`src/rtl/reg_status_pkg.sv`:
```
// Shared constants, types and FSM encoding for the register status table.
package reg_status_pkg;

    localparam int NUM_REGS = 8;
    localparam int IDX_W    = 3;
    localparam int TAG_W    = 3;
    localparam int DATA_W   = 16;
    localparam int CNT_W    = 4;

    typedef logic [IDX_W-1:0]  idx_t;
    typedef logic [TAG_W-1:0]  tag_t;
    typedef logic [DATA_W-1:0] data_t;
    typedef logic [CNT_W-1:0]  cnt_t;

    // Tag value meaning "register value is architecturally valid".
    localparam tag_t TAG_NONE = '0;

    typedef enum logic [0:0] {
        ST_INIT = 1'b0,
        ST_RUN  = 1'b1
    } state_t;

    // Resolved source operand: tag 0 means val is usable.
    typedef struct packed {
        tag_t  tag;
        data_t val;
    } operand_t;

endpackage

```
`src/rtl/reg_status_if.sv`:
```
// Issue-side bus: instruction emit handshake plus the resolved operands.
interface reg_status_if;
    import reg_status_pkg::*;

    logic  emit_valid;
    logic  emit_ready;
    idx_t  emit_rs1;
    idx_t  emit_rs2;
    idx_t  emit_rd;
    logic  emit_wr;
    tag_t  emit_tag;
    data_t op1_val;
    data_t op2_val;
    tag_t  op1_tag;
    tag_t  op2_tag;

    modport master (
        output emit_valid, emit_rs1, emit_rs2, emit_rd, emit_wr, emit_tag,
        input  emit_ready, op1_val, op2_val, op1_tag, op2_tag
    );

    modport slave (
        input  emit_valid, emit_rs1, emit_rs2, emit_rd, emit_wr, emit_tag,
        output emit_ready, op1_val, op2_val, op1_tag, op2_tag
    );

endinterface

```
`src/rtl/reg_status.sv`:
```
// Register status table (Qi per architectural register) for a Tomasulo-style
// issue stage. Clears the external register bank after reset, resolves source
// operands against Qi / CDB / pending bank write, and retires CDB results
// into the bank one cycle after the broadcast.
module reg_status
    import reg_status_pkg::*;
(
    input  logic        clock,
    input  logic        reset_n,
    reg_status_if.slave emit,
    output idx_t        rd_addr1,
    output idx_t        rd_addr2,
    input  data_t       rd_data1,
    input  data_t       rd_data2,
    input  logic        cdb_valid,
    input  tag_t        cdb_tag,
    input  data_t       cdb_data,
    output logic        wr_en,
    output idx_t        wr_addr,
    output data_t       wr_data,
    output cnt_t        busy_count
);

    // Operand priority: CDB bypass, still-pending producer, bank write in
    // flight this cycle, then the bank itself.
    function automatic operand_t resolve_operand(
        input tag_t  q,
        input idx_t  rs,
        input logic  cdb_v,
        input tag_t  cdb_t,
        input data_t cdb_d,
        input logic  wen,
        input idx_t  waddr,
        input data_t wdata,
        input data_t bank
    );
        operand_t o;
        o.tag = TAG_NONE;
        o.val = bank;
        if (q != TAG_NONE && cdb_v && cdb_t == q) begin
            o.val = cdb_d;
        end else if (q != TAG_NONE) begin
            o.tag = q;
            o.val = '0;
        end else if (wen && waddr == rs) begin
            o.val = wdata;
        end
        return o;
    endfunction

    function automatic cnt_t count_busy(input tag_t q [NUM_REGS]);
        cnt_t c;
        c = '0;
        for (int r = 0; r < NUM_REGS; r++) begin
            if (q[r] != TAG_NONE) c = c + cnt_t'(1);
        end
        return c;
    endfunction

    state_t   state_q, state_d;
    idx_t     sweep_q, sweep_d;
    tag_t     qi_q [NUM_REGS];
    tag_t     qi_d [NUM_REGS];
    logic     cdb_hit;
    idx_t     cdb_idx;
    logic     issue_set;
    logic     pend_vld_p1;
    idx_t     pend_addr_p1;
    data_t    pend_data_p1;
    operand_t op1, op2;

    // FSM next state and bank write port; wr_en is forced low during reset.
    always_comb begin
        state_d         = state_q;
        sweep_d         = sweep_q;
        wr_en           = pend_vld_p1;
        wr_addr         = pend_addr_p1;
        wr_data         = pend_data_p1;
        emit.emit_ready = 1'b0;
        case (state_q)
            ST_INIT: begin
                wr_en   = reset_n;
                wr_addr = sweep_q;
                wr_data = '0;
                sweep_d = sweep_q + idx_t'(1);
                if (sweep_q == idx_t'(NUM_REGS - 1)) state_d = ST_RUN;
            end
            ST_RUN: begin
                emit.emit_ready = 1'b1;
            end
            default: state_d = ST_INIT;
        endcase
    end

    // Locate the register waiting on the broadcast tag (lowest index wins).
    always_comb begin
        cdb_hit = 1'b0;
        cdb_idx = '0;
        for (int r = 0; r < NUM_REGS; r++) begin
            if (!cdb_hit && state_q == ST_RUN && cdb_valid &&
                cdb_tag != TAG_NONE && qi_q[r] == cdb_tag) begin
                cdb_hit = 1'b1;
                cdb_idx = idx_t'(r);
            end
        end
    end

    assign issue_set = emit.emit_valid && emit.emit_ready &&
                       emit.emit_wr && (emit.emit_tag != TAG_NONE);

    // Next Qi: CDB clears first, a same-cycle issue to that register overrides.
    always_comb begin
        for (int r = 0; r < NUM_REGS; r++) qi_d[r] = qi_q[r];
        if (cdb_hit) qi_d[cdb_idx] = TAG_NONE;
        if (issue_set) qi_d[emit.emit_rd] = emit.emit_tag;
    end

    assign rd_addr1 = emit.emit_rs1;
    assign rd_addr2 = emit.emit_rs2;

    // Operands come from pre-issue Qi, so rs == rd sees the old producer.
    assign op1 = resolve_operand(qi_q[emit.emit_rs1], emit.emit_rs1, cdb_valid,
                                 cdb_tag, cdb_data, wr_en, wr_addr, wr_data,
                                 rd_data1);
    assign op2 = resolve_operand(qi_q[emit.emit_rs2], emit.emit_rs2, cdb_valid,
                                 cdb_tag, cdb_data, wr_en, wr_addr, wr_data,
                                 rd_data2);

    assign emit.op1_tag = op1.tag;
    assign emit.op1_val = op1.val;
    assign emit.op2_tag = op2.tag;
    assign emit.op2_val = op2.val;

    // FSM state and init sweep counter.
    always_ff @(posedge clock or negedge reset_n) begin
        if (!reset_n) begin
            state_q <= ST_INIT;
            sweep_q <= '0;
        end else begin
            state_q <= state_d;
            sweep_q <= sweep_d;
        end
    end

    // ---- stage p1: Qi update, busy count, pending bank write control ----
    always_ff @(posedge clock or negedge reset_n) begin
        if (!reset_n) begin
            for (int r = 0; r < NUM_REGS; r++) qi_q[r] <= TAG_NONE;
            busy_count   <= '0;
            pend_vld_p1  <= 1'b0;
            pend_addr_p1 <= '0;
        end else begin
            for (int r = 0; r < NUM_REGS; r++) qi_q[r] <= qi_d[r];
            busy_count   <= count_busy(qi_d);
            pend_vld_p1  <= cdb_hit;
            pend_addr_p1 <= cdb_idx;
        end
    end

    // Pending write data only meaningful alongside pend_vld_p1.
    always_ff @(posedge clock) begin
        if (cdb_hit) pend_data_p1 <= cdb_data;
    end

endmodule
```
`src/flat_wrapper.sv`:
```
// flat-port wrapper written by rule: the top's interface ports become plain ports
module reg_status_flat import reg_status_pkg::*;
  (clock, reset_n, rd_addr1, rd_addr2, rd_data1, rd_data2, cdb_valid, cdb_tag, cdb_data, wr_en, wr_addr, wr_data, busy_count, emit_emit_valid, emit_emit_rs1, emit_emit_rs2, emit_emit_rd, emit_emit_wr, emit_emit_tag, emit_emit_ready, emit_op1_val, emit_op2_val, emit_op1_tag, emit_op2_tag);
  reg_status_if emit_i ();
  input  logic clock;
  input  logic reset_n;
  output idx_t rd_addr1;
  output idx_t rd_addr2;
  input  data_t rd_data1;
  input  data_t rd_data2;
  input  logic cdb_valid;
  input  tag_t cdb_tag;
  input  data_t cdb_data;
  output logic wr_en;
  output idx_t wr_addr;
  output data_t wr_data;
  output cnt_t busy_count;
  input wire logic [$bits(emit_i.emit_valid)-1:0] emit_emit_valid;
  input wire logic [$bits(emit_i.emit_rs1)-1:0] emit_emit_rs1;
  input wire logic [$bits(emit_i.emit_rs2)-1:0] emit_emit_rs2;
  input wire logic [$bits(emit_i.emit_rd)-1:0] emit_emit_rd;
  input wire logic [$bits(emit_i.emit_wr)-1:0] emit_emit_wr;
  input wire logic [$bits(emit_i.emit_tag)-1:0] emit_emit_tag;
  output wire logic [$bits(emit_i.emit_ready)-1:0] emit_emit_ready;
  output wire logic [$bits(emit_i.op1_val)-1:0] emit_op1_val;
  output wire logic [$bits(emit_i.op2_val)-1:0] emit_op2_val;
  output wire logic [$bits(emit_i.op1_tag)-1:0] emit_op1_tag;
  output wire logic [$bits(emit_i.op2_tag)-1:0] emit_op2_tag;
  assign emit_i.emit_valid = emit_emit_valid;
  assign emit_i.emit_rs1 = emit_emit_rs1;
  assign emit_i.emit_rs2 = emit_emit_rs2;
  assign emit_i.emit_rd = emit_emit_rd;
  assign emit_i.emit_wr = emit_emit_wr;
  assign emit_i.emit_tag = emit_emit_tag;
  assign emit_emit_ready = emit_i.emit_ready;
  assign emit_op1_val = emit_i.op1_val;
  assign emit_op2_val = emit_i.op2_val;
  assign emit_op1_tag = emit_i.op1_tag;
  assign emit_op2_tag = emit_i.op2_tag;
  reg_status u_core (.clock(clock), .reset_n(reset_n), .emit(emit_i), .rd_addr1(rd_addr1), .rd_addr2(rd_addr2), .rd_data1(rd_data1), .rd_data2(rd_data2), .cdb_valid(cdb_valid), .cdb_tag(cdb_tag), .cdb_data(cdb_data), .wr_en(wr_en), .wr_addr(wr_addr), .wr_data(wr_data), .busy_count(busy_count));
endmodule
```
`config.mk`:
```
export PLATFORM = sky130hd
export DESIGN_NAME = reg_status_flat
export DESIGN_NICKNAME = d
export VERILOG_FILES = /design/src/rtl/reg_status_pkg.sv /design/src/rtl/reg_status_if.sv /design/src/rtl/reg_status.sv /design/src/flat_wrapper.sv
export SDC_FILE = /design/constraint.sdc
export NUM_CORES = 1
export LEC_CHECK = 0
export ABC_AREA = 1
export CORE_MARGIN = 2
export CORE_UTILIZATION = 53
export DETAILED_ROUTE_END_ITERATION = 10
export PLACE_DENSITY = 0.84
export SKIP_LAST_GASP = 1
export SYNTH_ARGS = -nofsm -noshare
export SYNTH_HDL_FRONTEND = slang
export SYNTH_SLANG_ARGS = --single-unit
```
`constraint.sdc`:
```
create_clock -name clock -period 7.1 [get_ports clock]
set_input_delay 1.065 -clock clock [delete_from_list [all_inputs] [get_ports clock]]
set_output_delay 1.065 -clock clock [all_outputs]
set_load 0.02 [all_outputs]
```
==> summary.txt <==
Synth
  • Complex-gate fraction of the synthesized area: 17.4%
  • Post-synthesis register bit count: 52
  • Cells after synthesis: 705
  • Yosys warning total: 0
  • Dominant cell type by area after synthesis: dfrtp_1
  • XOR/XNOR share of the synthesized area: 4.40%
  • Post-Synth Adder-Cell Area: 2.28%
  • Area fraction of the dominant cell type after synthesis: 18.2%
  • Cell Area, Synth: 4940 µm²
  • Post-synth EDFFs: 16
  • Mux contribution to synthesized area: 0%
  • Synthesized area per cell: 7.01 µm²
  • Yosys cell types: 49
  • Largest family of logic cells by synthesized area: simple AND/OR/NAND/NOR gates
  • Syn nets: 782
  • Top cells by area, synth: dfrtp_1, edfxtp_1, nand2_1
  • Most common flop cell mapped by yosys: dfrtp_1
  • Simple-gate share of the synthesized area: 35.3%
  • Sequential fraction of the synthesis area: 27.9%
  • FFs w/ async S/R, synth: 69.2%

Placement
  • Routability cong.: 0.979
  • Dpl hpwl: 12500 µm
  • Post-DP Area: 6290 µm²
  • DP Cell Count: 927
  • PortBufs: 136

Route
  • Post-route antenna net violation count: 0
  • Wire per inst: 16.6 µm
  • Vias per std cell: 5.66
  • DRT iter0 DRCs: 359
  • Drt pass-1 iters: 5
  • Total Routed Length: 15500 µm
  • Total number of vias: 5289
  • Remaining DRCs: 0

Critical path
  • Crit end category: output pin
  • Critical path class: in -> out
  • Worst Path Max Fanout: 21
  • Worst Path Required: 6.03 ns
  • Startpoint Class: input pin
  • CP arrival: 5.33 ns

Global route
  • Antenna violations before repair: 0
  • Met1 GRT Util: 38.0%
  • First-pass GRT wire length: 24600 µm
  • GRT Overall Usage: 30.5%
  • Via count of the first global-routing pass: 5215
  • Largest net degree at the start of global routing: 37
  • Most Crowded Layer GR: met2
  • Met2 GRT Util: 53.0%
  • Met3 usage: 5.34%
  • Grt total ovfl: 0

Floorplanning
  • Starting Density: 54.0%
  • Num ports: 137
  • Core footprint: 9150 µm²
  • Die area: 10100 µm²
  • Row cnt: 35
  • Chip width: 101 µm
  • Die Height: 101 µm

Cells and area
  • Final Non-Filler Cells: 935
  • Final net count: 900
  • ANT cells: 0
  • Final Util: 70.0%
  • Post-route cell area: 6410 µm²
  • Synth-to-Final Area Change: 29.6%
  • Layout cells sized above 1: 12.4%

Timing
  • Min Hold Slack: 0.520 ns
  • Final period util: 90.1%
  • Worst Clk Skew: 0.00753 ns
  • Final min period: 6.40 ns
  • Unrepaired setup endpoints after global routing: no
  • Setup Viol. Count Final: 0
  • Slew HR: 33.9%
  • Max frequency: 156 MHz
  • Final Max Tran Viols: 0
  • Total Neg Setup Slack: 0 ns
  • Worst-Margin Slew: 0.992 ns
  • Final Hold Fails: 0

Clock tree
  • Clock transition at path regs: 0.09 ns
  • H-tree Lvls: 2
  • Total setup buffers inserted after CTS: 0
  • CTS tree: done
  • TritonCTS Buffers: 5
  • Clock buffer depth: 2
  • # clock sinks: 52
  • Resized Gates After CTS: 0
  • Clk Latency, worst-skew pair: 0.31 ns
  • Hold_buf cts: 0
  • CTS root buf: clkbuf_8

Pwr
  • Pwr Density: 430 nW/µm²
  • P_sw: 1.45 mW
  • Switching share of power: 52.6%
  • Static leakage: 3.04 nW
  • Sequential fraction of design power: 19.5%
  • P_int: 1.31 mW
  • Clk pwr share: 7.6%
  • Combinational power share: 72.9%
  • VDD IR max: 0.478 mV

Run status
  • Status: completed

Worst hold path
  • HP Class: reg -> reg

Job
  • # Max-Cap Violations: 0
## cells by family (layout without fill, tap and decap cells)
kind of cell    Yosys count  after routing
fa+ha+maj                 9              9
buf+inv                 149            268
compound gates          138            138
simple gates            333            333
xor+xnor                 24             24
flops                    52             52
## worst max-delay path, cell delays in order
cell and delay, ns:
clkdlybuf4s50_1 0.88, inv_1 0.26, a21oi_1 0.18, o21ai_0 0.10, a31oi_1 0.36, nand3_1 0.69
o211a_1 0.31, nand2_1 0.56, inv_1 0.17, nor2_1 0.14, clkdlybuf4s50_1 0.61
## path summary, 6_finish.rpt
check                                  start                   end  slack, ns  cells past startpoint
setup reg to reg              u_core.state_q  u_core.busy_count[1]       2.11                     26
hold / removal             u_core.sweep_q[0]     u_core.sweep_q[0]       0.52                      1
hold reg to reg            u_core.sweep_q[0]     u_core.sweep_q[0]       0.52                      1
max in group asynchronous            reset_n        u_core.state_q       5.91                      2
setup / recovery            emit_emit_rs1[0]       emit_op1_tag[0]       0.70                     11
min in group asynchronous            reset_n       u_core.qi_q[20]       0.86                      2
## power by group through the flow
stage / Sequential, mW / Clock, mW / Combinational (mW)
6_report: 0.538 / 0.210 / 2.01
5_1_grt: 0.548 / 0.223 / 2.24
4_1_cts: 0.533 / 0.212 / 2.00
3_5_place_dp: 0.538 / 0 / 2.00
3_3_place_gp: 0.536 / 0 / 1.92
2_1_floorplan: 0.512 / 0 / 1.46
## layer usage
layer  up-vias  share of wire (%)
met3        42                9.2
li1       2531                  -
met2       276                 49
met5         -                  0
met4         0                2.5
met1      2440                 39
## Yosys cell counts (2+ instances only)
cell      number
nor3_4         3
a21oi_4        2
buf_2          2
nand2_1      119
nand2_2       19
or2_1          3
xnor2_1       12
buf_4          6
edfxtp_1      16
nand3_1       26
dfrtp_1       36
nor2_2         8
a221oi_1       2
o21ai_0       46
o21ai_1        5
nor2_4         6
a22oi_2        2
a31oi_1        7
ha_1           9
nand3_4        6
xor2_1        11
nand4_1        6
nor2_8         2
clkbuf_1      14
o211ai_1       3
inv_4          4
a21boi_1       3
inv_1        103
nand3_2       13
nor2_1       110
nand2_4        7
inv_2         15
o22ai_1       18
a21oi_1       28
buf_6          4
o32ai_1       16
## flip-flops by register name, summed over array words and instances (netlist names)
name / count
u_core.busy_count: 4
u_core.pend_addr_p1: 3
u_core.pend_data_p1: 16
u_core.pend_vld_p1: 1
u_core.qi_q: 24
u_core.state_q: 1
u_core.sweep_q: 3
## metrics by stage
stage               setup slack (ns)  total power [mW]
floorplan                       2.46              1.97
global placement               0.858              2.46
detailed placement             0.821              2.54
CTS                            0.816              2.75
global route                   0.423              3.01
finish                         0.704              2.76
## layout make-up
type / instances / area (µm²)
fill: 740 / 2740
clock buffer: 5 / 68.8
multi-input combinational: 504 / 2940
timing repair buffer: 137 / 1360
clock inverter: 3 / 46.3
sequential: 52 / 1380
tap: 111 / 139
inverter: 123 / 472
## cell usage in the layout (no fill, tap or decap), types with 12 or more instances in the layout
cell,count
clkdlybuf4s50_1,135
nand2_1,119
nor2_1,110
inv_1,103
o21ai_0,46
dfrtp_1,36
a21oi_1,28
nand3_1,26
nand2_2,19
o22ai_1,18
o32ai_1,16
edfxtp_1,16
inv_2,15
nand3_2,13
xnor2_1,12
Note: power is estimated with default switching activity, not from simulation.
